[src/rtl/link9_pkg.sv]
// Shared definitions for the 9-bit parallel byte-frame link (transmitter and
// receiving assembler).
package link9_pkg;

  localparam int BYTE_W  = 8;
  localparam int FRAME_W = 9;

  localparam logic [1:0] NXT_B0 = 2'b01;
  localparam logic [1:0] NXT_B1 = 2'b10;
  localparam logic [1:0] NXT_B2 = 2'b11;

  typedef enum logic [2:0] {
    ST_IDLE = 3'd0,
    ST_REQ  = 3'd1,
    ST_SEND = 3'd2,
    ST_HOLD = 3'd3,
    ST_DONE = 3'd4,
    ST_ERR  = 3'd5
  } state_t;

  // Even parity: the low bit makes the total count of ones even.
  function automatic logic [FRAME_W-1:0] frame9(input logic [BYTE_W-1:0] data_byte);
    return {data_byte, ^data_byte};
  endfunction

endpackage

[src/rtl/link_wait_timer.sv]
// Loadable up-counter with clear and enable, flagging when the count equals a
// caller-supplied limit.
module link_wait_timer #(
  parameter int W = 16
) (
  input  logic         clk,
  input  logic         rst,
  input  logic         clear,
  input  logic         load,
  input  logic [W-1:0] load_val,
  input  logic         en,
  input  logic [W-1:0] limit,
  output logic [W-1:0] count,
  output logic         terminal
);

  logic [W-1:0] cnt_q;
  logic [W-1:0] cnt_d;

  always_comb begin
    cnt_d = cnt_q;
    if (clear)     cnt_d = '0;
    else if (load) cnt_d = load_val;
    else if (en)   cnt_d = cnt_q + 1'b1;
  end

  always_ff @(posedge clk) begin
    if (rst) cnt_q <= '0;
    else     cnt_q <= cnt_d;
  end

  assign count    = cnt_q;
  assign terminal = (cnt_q == limit);

endmodule

[src/rtl/packet_transmitter.sv]
// Sends a 32-bit word as four parity-protected byte frames, MSB first, paced by
// the ready/ack request and the receiver's nxt_data progress index.
module packet_transmitter
  import link9_pkg::*;
#(
  parameter int HOLD_CYCLES    = 12,
  parameter int TIMEOUT_CYCLES = 255
) (
  input  logic               clk,
  input  logic               rst,
  input  logic               start,
  input  logic [31:0]        data_in,
  output logic               ready,
  input  logic               ack,
  input  logic [1:0]         nxt_data,
  output logic [FRAME_W-1:0] out_bus_9,
  output logic               busy,
  output logic               done,
  output logic               err,
  output logic [2:0]         dbg_state
);

  state_t      state_q, state_d;
  logic [1:0]  idx_q, idx_d;
  logic [31:0] word_q, word_d;
  logic        err_q, err_d;

  logic [15:0]       tmr_limit;
  logic [15:0]       tmr_count;
  logic              tmr_term;
  logic              tmr_load;
  logic              timed_out;
  logic [1:0]        nxt_expect;
  logic [BYTE_W-1:0] cur_byte;

  always_comb begin
    nxt_expect = NXT_B0;
    cur_byte   = word_q[31:24];
    case (idx_q)
      2'd0: begin nxt_expect = NXT_B0; cur_byte = word_q[31:24]; end
      2'd1: begin nxt_expect = NXT_B1; cur_byte = word_q[23:16]; end
      2'd2: begin nxt_expect = NXT_B2; cur_byte = word_q[15:8];  end
      default: begin nxt_expect = NXT_B2; cur_byte = word_q[7:0]; end
    endcase
  end

  // A timeout of zero disables the REQ/SEND watchdog entirely.
  assign timed_out = (TIMEOUT_CYCLES != 0) && tmr_term;

  always_comb begin
    state_d = state_q;
    idx_d   = idx_q;
    word_d  = word_q;
    err_d   = err_q;
    case (state_q)
      ST_IDLE: begin
        idx_d = 2'd0;
        if (start) begin
          word_d  = data_in;
          err_d   = 1'b0;
          state_d = ST_REQ;
        end
      end
      ST_REQ: begin
        if (ack) begin
          idx_d   = 2'd0;
          state_d = ST_SEND;
        end else if (timed_out) begin
          state_d = ST_ERR;
        end
      end
      ST_SEND: begin
        if (nxt_data == nxt_expect) begin
          idx_d = idx_q + 2'd1;
          if (idx_q == 2'd2) state_d = ST_HOLD;
        end else if (timed_out) begin
          state_d = ST_ERR;
        end
      end
      ST_HOLD: begin
        if (tmr_term) state_d = ST_DONE;
      end
      ST_DONE: begin
        idx_d   = 2'd0;
        state_d = ST_IDLE;
      end
      ST_ERR: begin
        err_d   = 1'b1;
        idx_d   = 2'd0;
        state_d = ST_IDLE;
      end
      default: begin
        idx_d   = 2'd0;
        state_d = ST_IDLE;
      end
    endcase
  end

  always_ff @(posedge clk) begin
    if (rst) begin
      state_q <= ST_IDLE;
      idx_q   <= 2'd0;
      word_q  <= '0;
      err_q   <= 1'b0;
    end else begin
      state_q <= state_d;
      idx_q   <= idx_d;
      word_q  <= word_d;
      err_q   <= err_d;
    end
  end

  // One counter: HOLD duration in HOLD, progress watchdog in REQ/SEND.
  assign tmr_limit = (state_q == ST_HOLD) ? 16'(HOLD_CYCLES - 1) : 16'(TIMEOUT_CYCLES);
  assign tmr_load  = (state_d != state_q) || (idx_d != idx_q);

  link_wait_timer #(.W(16)) u_timer (
    .clk      (clk),
    .rst      (rst),
    .clear    (state_q == ST_IDLE),
    .load     (tmr_load),
    .load_val (16'd0),
    .en       (busy),
    .limit    (tmr_limit),
    .count    (tmr_count),
    .terminal (tmr_term)
  );

  assign ready     = (state_q == ST_REQ) || (state_q == ST_SEND) || (state_q == ST_HOLD);
  assign busy      = (state_q != ST_IDLE);
  assign done      = (state_q == ST_DONE);
  assign err       = err_q;
  assign out_bus_9 = ((state_q == ST_SEND) || (state_q == ST_HOLD)) ? frame9(cur_byte) : '0;
  assign dbg_state = state_q;

endmodule

[config.mk]
export PLATFORM = sky130hd
export DESIGN_NAME = packet_transmitter
export DESIGN_NICKNAME = d
export VERILOG_FILES = /design/src/rtl/link9_pkg.sv /design/src/rtl/link_wait_timer.sv /design/src/rtl/packet_transmitter.sv
export SDC_FILE = /design/constraint.sdc
export NUM_CORES = 1
export LEC_CHECK = 0
export ABC_AREA = 1
export CAP_MARGIN = 20
export CORE_MARGIN = 5
export CORE_UTILIZATION = 45
export DETAILED_ROUTE_END_ITERATION = 8
export GPL_TIMING_DRIVEN = 0
export PLACE_DENSITY = 0.79
export REMOVE_ABC_BUFFERS = 1
export SYNTH_ARGS = -nofsm -noshare
export SYNTH_HDL_FRONTEND = slang
export SYNTH_SLANG_ARGS = --single-unit
[constraint.sdc]
create_clock -name clk -period 4.6 [get_ports clk]
set_clock_uncertainty 0.05 [all_clocks]
set_input_delay 0.46 -clock clk [delete_from_list [all_inputs] [get_ports clk]]
set_output_delay 0.46 -clock clk [all_outputs]
set_load 0.05 [all_outputs]
# Word-level counts from Yosys, hierarchy flattened
# Cells that the tools add are included.
dict set report totals {
  output_inout_bits 16
  register_bits 54
  input_bits 38
}
dict set report op_classes {
  n_mux 16
  n_eq_ne 12
  addsub 2
  reduce_logical 12
}
# cell n
set op_table {}
lappend op_table {{8-bit one-hot mux with 3 select lines} 1}
lappend op_table {{3-bit 2-to-1 mux} 6}
lappend op_table {{16-bit by 1-bit adder with 16-bit output (second input constant)} 1}
lappend op_table {{16-bit by 8-bit == test with 1-bit output} 1}
lappend op_table {{3-bit one-hot mux with 4 select lines} 1}
lappend op_table {{9-bit 2-to-1 mux} 1}
lappend op_table {{8-bit 2-to-1 mux} 1}
lappend op_table {{8-bit XOR reduction} 1}
lappend op_table {{3-bit by 2-bit == test with 1-bit output (second input constant)} 2}
lappend op_table {{3-bit == test (second input constant)} 2}
lappend op_table {{2-bit one-hot mux with 3 select lines} 1}
lappend op_table {{1-bit logical OR} 4}
lappend op_table {{2-bit 2-to-1 mux} 2}
lappend op_table {{2-bit one-hot mux with 2 select lines} 1}
lappend op_table {{2-bit AND reduction} 2}
lappend op_table {{3-bit by 1-bit == test with 1-bit output (second input constant)} 1}
lappend op_table {{3-bit zero test} 1}
lappend op_table {{3-bit != test} 1}
lappend op_table {{3-bit nonzero test} 1}
lappend op_table {{3-bit OR reduction} 1}
lappend op_table {{2-bit by 1-bit adder with 2-bit output (second input constant)} 1}
lappend op_table {{2-bit by 1-bit == test with 1-bit output (second input constant)} 1}
lappend op_table {{2-bit == test} 1}
lappend op_table {{2-bit == test (second input constant)} 1}
lappend op_table {{6 further kinds} 6}

# Depth between registers and ports, before layout
dict set report depth {
  ltp_word 9
  mapped_depth 15
}

# Hierarchy
# Synthesis repeated with hierarchy kept, for this count alone.
dict set report unflattened {
  cells_unflattened 527
  hier_area_um2 3375.7
}
# mod n_inst seq_area_each_um2 cells_per_inst area_each_um2
set by_module_without_submodules {}
lappend by_module_without_submodules {packet_transmitter 1 760.7 337 2129.5}
lappend by_module_without_submodules {link_wait_timer 1 320.3 190 1246.2}

# Least setup slack after synthesis
# Ideal clock, no wire load.
dict set report synth_timing {
  kind {reg-to-output}
  startpoint {register idx_q[0]}
  endpoint {output port out_bus_9[0]}
  n_path_buf 1
  slack_ps 1924
  stages_incl_launch_ff 15
  t_arrival_ps 2166
  cell_sequence {dfxtp_1 -> inv_1 -> ha_1 -> clkbuf_1 -> nand2_1 -> nand2_1 -> o21ai_0 -> nand2_1 -> nand2_1 -> inv_1 -> nand2_1 -> nand2_1 -> nand2_1 -> nand2_1 -> nor2_1}
}
dict set report synth_via {
  elab_chain_len 4
  elab_cells_between_ends 6
  classes_between {eq/ne (2); mux (2); reduce/logical (2)}
}
# element line_no
set synth_lines {}
lappend synth_lines {{from (decl)} packet_transmitter.sv:24} ;# logic [1:0] idx_q, idx_d;
lappend synth_lines {{from (signal assigned)} packet_transmitter.sv:107} ;# idx_q <= idx_d;
lappend synth_lines {{2-bit == test, or another cell as far along} packet_transmitter.sv:39} ;# case (idx_q)
lappend synth_lines {{8-bit one-hot mux with 3 select lines *} packet_transmitter.sv:39}
lappend synth_lines {{8-bit XOR reduction *} link9_pkg.sv:23} ;# return {data_byte, ^data_byte};
lappend synth_lines {{9-bit 2-to-1 mux *} packet_transmitter.sv:133} ;# assign out_bus_9 = ((state_q == ST_SEND) || (state_q == ST_HOLD)) ? frame9(cur_byte) : '0;
lappend synth_lines {{to (decl)} packet_transmitter.sv:16} ;# output logic [FRAME_W-1:0] out_bus_9,
# Mark *: on every way between the ends. The rest lies on a longest branch, timed or not.

# Final worst setup path
# Ends and elaborated chain as after synthesis.

==> summary.md <==
| Metric | Value |
|---|---|
| Run status | complete, no violations |
| Count of different cell masters after synthesis | 29 |
| Proportion of layout cells with a drive suffix above 1 | 0.0644 |
| Delay-heaviest family, CP | buffers and inverters |
| Synthesis Warnings | 0 |
| Worst-margin pin slew | 927 ps |
| H-Tree Depth | 2 |
| Wire length of the first global-routing pass | 11600 um |
| Fin crit share | 0.777 |
| Cell at the root of the clock tree | sky130_fd_sc_hd__clkbuf_8 |
| CP peak stage delay | 820 ps |
| Standard cell with the maximum stage delay on the critical path | sky130_fd_sc_hd__clkdlybuf4s50_1 |
| Antenna Diode Count | 0 |
| RSZ-0062 raised after global routing | no |
| WP data required | 4090 ps |
| Area share of the leading cell type in the synthesized netlist | 0.371 |
| Routed wire length | 6650 um |
| Class of the tightest hold or removal check | reg -> reg |
| Die ar. | 8180 um2 |
| Met2 layer usage reported by global route | 0.279 |
| Count of final setup violators | 0 |
| Number of violations reported at the end of detailed-routing iteration 0 | 150 |
| Worst r2r src | dbg_state[0] |
| CP Data Arrival Time | 3060 ps |
| IR drop worst, VDD | about 160 uV |
| Placeable core area | 6310 um2 |
| Async set-reset flop share out of synthesis | 0 |
| Area of the mapped netlist | 2910 um2 |
| Total half-perimeter wirelength after legalization and detailed placement | about 4800 um |
| Number of post-CTS setup repair buffers | 0 |
| Width of the die | 90.4 um |
| Post-layout worst setup margin | between 1000 and 1500 ps |
| Register area share after synthesis | 0.371 |
| Number of port buffers | 53 |
| Final-stage net count | 524 |
| Most used flip-flop cell after synthesis | sky130_fd_sc_hd__dfxtp_1 |
| Largest area contributor in the synthesized netlist | sky130_fd_sc_hd__dfxtp_1 |
| Clock slew at the register clock pins of the worst setup and hold paths | roughly 90 ps |
| Mean area per synthesized cell | between 6 and 7 um2 |
| Total of max-cap violations | 0 |
| Final RePlAce weighted congestion | approximately 0.78 |
| Origin of the worst min-delay path | u_timer.count[0] |
| Cell with the most instances after synthesis | sky130_fd_sc_hd__nand2_1 |
| Commonest cells post-synth | sky130_fd_sc_hd__nand2_1 (119), sky130_fd_sc_hd__nor2_1 (61), sky130_fd_sc_hd__dfxtp_1 (54) |
| Clock insertion delay at the later pin of the skew report | 310 ps |
| Starting Density | 0.461 |
| Total global routing overflow | 0 |
| Clock tree from TritonCTS | done |
| Post-synth EDFFs | 0 |
| Number of iterations in the first detailed-routing pass | 4 |
| Final Hold Fails | 0 |
| Leak pwr | 1.45 nW |
| Number of clock sinks | 54 |
| Hold EP | u_timer.count[0] |
| Critical path launch point type | flop |
| Setup slack of the most critical reg-to-reg path | around 2100 ps |
| Rel. slew slack | 0.380 |
| Number of clock buffers inserted by TritonCTS | 5 |
| Most Frequent Cell on Critical Path | sky130_fd_sc_hd__nand2_1 |
| Top fanout value on the critical path | 10 |
| Vertical die dimension | around 90 um |
| R2r endpoint | dbg_state[0] |
| Number of global-route vias before repair | roughly 2.5k |
| Fmax achieved | 280 MHz |
| Total routing usage reported by global routing | 0.166 |
| Worst-case reg-to-reg path depth | 8 |
| Flops & latches, synth | between 50 and 60 |
| Critical path class | reg -> out |
| PostCTS Resize Cnt | 0 |
| Depth of the worst hold-timing path | 1 |
| Final Slew Violations | 0 |
| Final-layout setup total negative slack | 0 ps |
| Setup crit end kind | output port |
| Cells after synthesis | 438 |
| Largest net degree at the start of global routing | 36 |
| Std-Cell Rows | 29 |
| GRT busiest layer | met2 |
| Critical path buffers and inverters | 3 |
| Power density of the placed cells | approximately 270 nW/um2 |
| Met3 Use GR | 0.0483 |
| Vias per inst | 4.99 |
| Via count | 2783 |
| Post-CTS Hold Buffers | 0 |
| Met1 layer usage reported by global route | 0.205 |
| Initial antenna violation count | 0 |
| Average wire per cell in the routed design | 11.9 um |
| Final period demand of the worst path | roughly 3600 ps |
| Number of remaining DRC errors | 0 |
| Post-synthesis to final-layout area growth | 23.0% |
| Max Buffers Root-to-Sink | 2 |
| Worst-path cell chain | inv_1, ha_1, nand2_1, nand2_1, o21ai_0, nand2_1, nand2_1, inv_1, nand2_1, nand2_1, nand2_1, nand2_1, nor2_1, clkdlybuf4s50_1 |
| Most area-consuming cells after synthesis | sky130_fd_sc_hd__dfxtp_1 (37%), sky130_fd_sc_hd__nand2_1 (15%), sky130_fd_sc_hd__nor2_1 (7.9%) |
| Remaining antenna violation count | 0 |
| Top-Level Pins | 54 |
| Pre-CTS WS | 1250 ps |
cell type report:
cell class | count | area, um2
Inverter | 34 | 128
Clock buffer | 7 | 86.3
Multi-Input combinational cell | 329 | 1600
Clock inverter | 1 | 5.00
Fill cell | 610 | 2730
Tap cell | 77 | 96.3
Sequential cell | 54 | 1080
Timing Repair Buffer | 56 | 588
placed cells by master (no fill, tap or decap), types with 2 or more instances in the layout:
cell type,n
sky130_fd_sc_hd__a21oi_1,36
sky130_fd_sc_hd__nand2_1,119
sky130_fd_sc_hd__o21bai_1,6
sky130_fd_sc_hd__buf_8,2
sky130_fd_sc_hd__ha_1,6
sky130_fd_sc_hd__xnor2_1,4
sky130_fd_sc_hd__nand4_1,6
sky130_fd_sc_hd__inv_1,33
sky130_fd_sc_hd__nand2_2,2
sky130_fd_sc_hd__nand3_1,45
sky130_fd_sc_hd__o21ai_0,6
sky130_fd_sc_hd__dfxtp_1,54
sky130_fd_sc_hd__nor3_1,5
sky130_fd_sc_hd__clkdlybuf4s50_1,53
sky130_fd_sc_hd__nor2_4,2
sky130_fd_sc_hd__nor2_1,61
sky130_fd_sc_hd__nor2_2,14
sky130_fd_sc_hd__xor2_1,10
sky130_fd_sc_hd__clkbuf_8,6
report_power, final:
part | internal (mW) | switching [mW] | total [mW]
combinational | 0.0769 | 0.104 | 0.181
sequential | 0.489 | 0.0127 | 0.501
clock | 0.122 | 0.150 | 0.272
metrics by stage:
stage / instance area, um2 / std cells / hold slack [ps] / power (mW) / util
after global placement: 3430 / 547 / 377 / 0.680 / 0.544
after CTS: 3540 / 556 / 405 / 0.957 / 0.561
after global routing: 3580 / 558 / 413 / 1.01 / 0.567
after detailed placement: 3450 / 548 / 391 / 0.686 / 0.546
after floorplan: 2810 / 417 / 368 / 0.611 / -
final: 3580 / 558 / 401 / 0.954 / 0.567
worst max-delay path by stage:
stage	cells after the start	slack, ps	end	start
floorplan	13	1950	out_bus_9[0]	idx_q[0]
global placement	5	1300	dbg_state[0]	start
detailed placement	5	1250	dbg_state[0]	start
CTS	14	1020	out_bus_9[0]	idx_q[0]
global route	14	720	out_bus_9[0]	idx_q[0]
finish	14	1030	out_bus_9[0]	idx_q[0]
cell families after synthesis:
kind of cell	count (synthesis)	synth area share
and+or+nand+nor	256	0.379
buffers and inverters	55	0.0799
DFF	54	0.371
AOI/OAI and AO/OA	52	0.0984
xor gates and xnor gates	14	0.0421
adders and majority gates	6	0.0258
muxes	1	0.00344
routing by layer:
metal,wire [um],vias to the layer above
met1,3060,1248
met4,78,0
met2,3140,55
met3,370,8
met5,0,-
li1,-,1472
sequential cells by signal, summed over array words and instances (netlist names):
name           flops
idx_q              2
err                1
u_timer.count     16
word_q            32
dbg_state          3
Power figures use the tool's default switching activity.
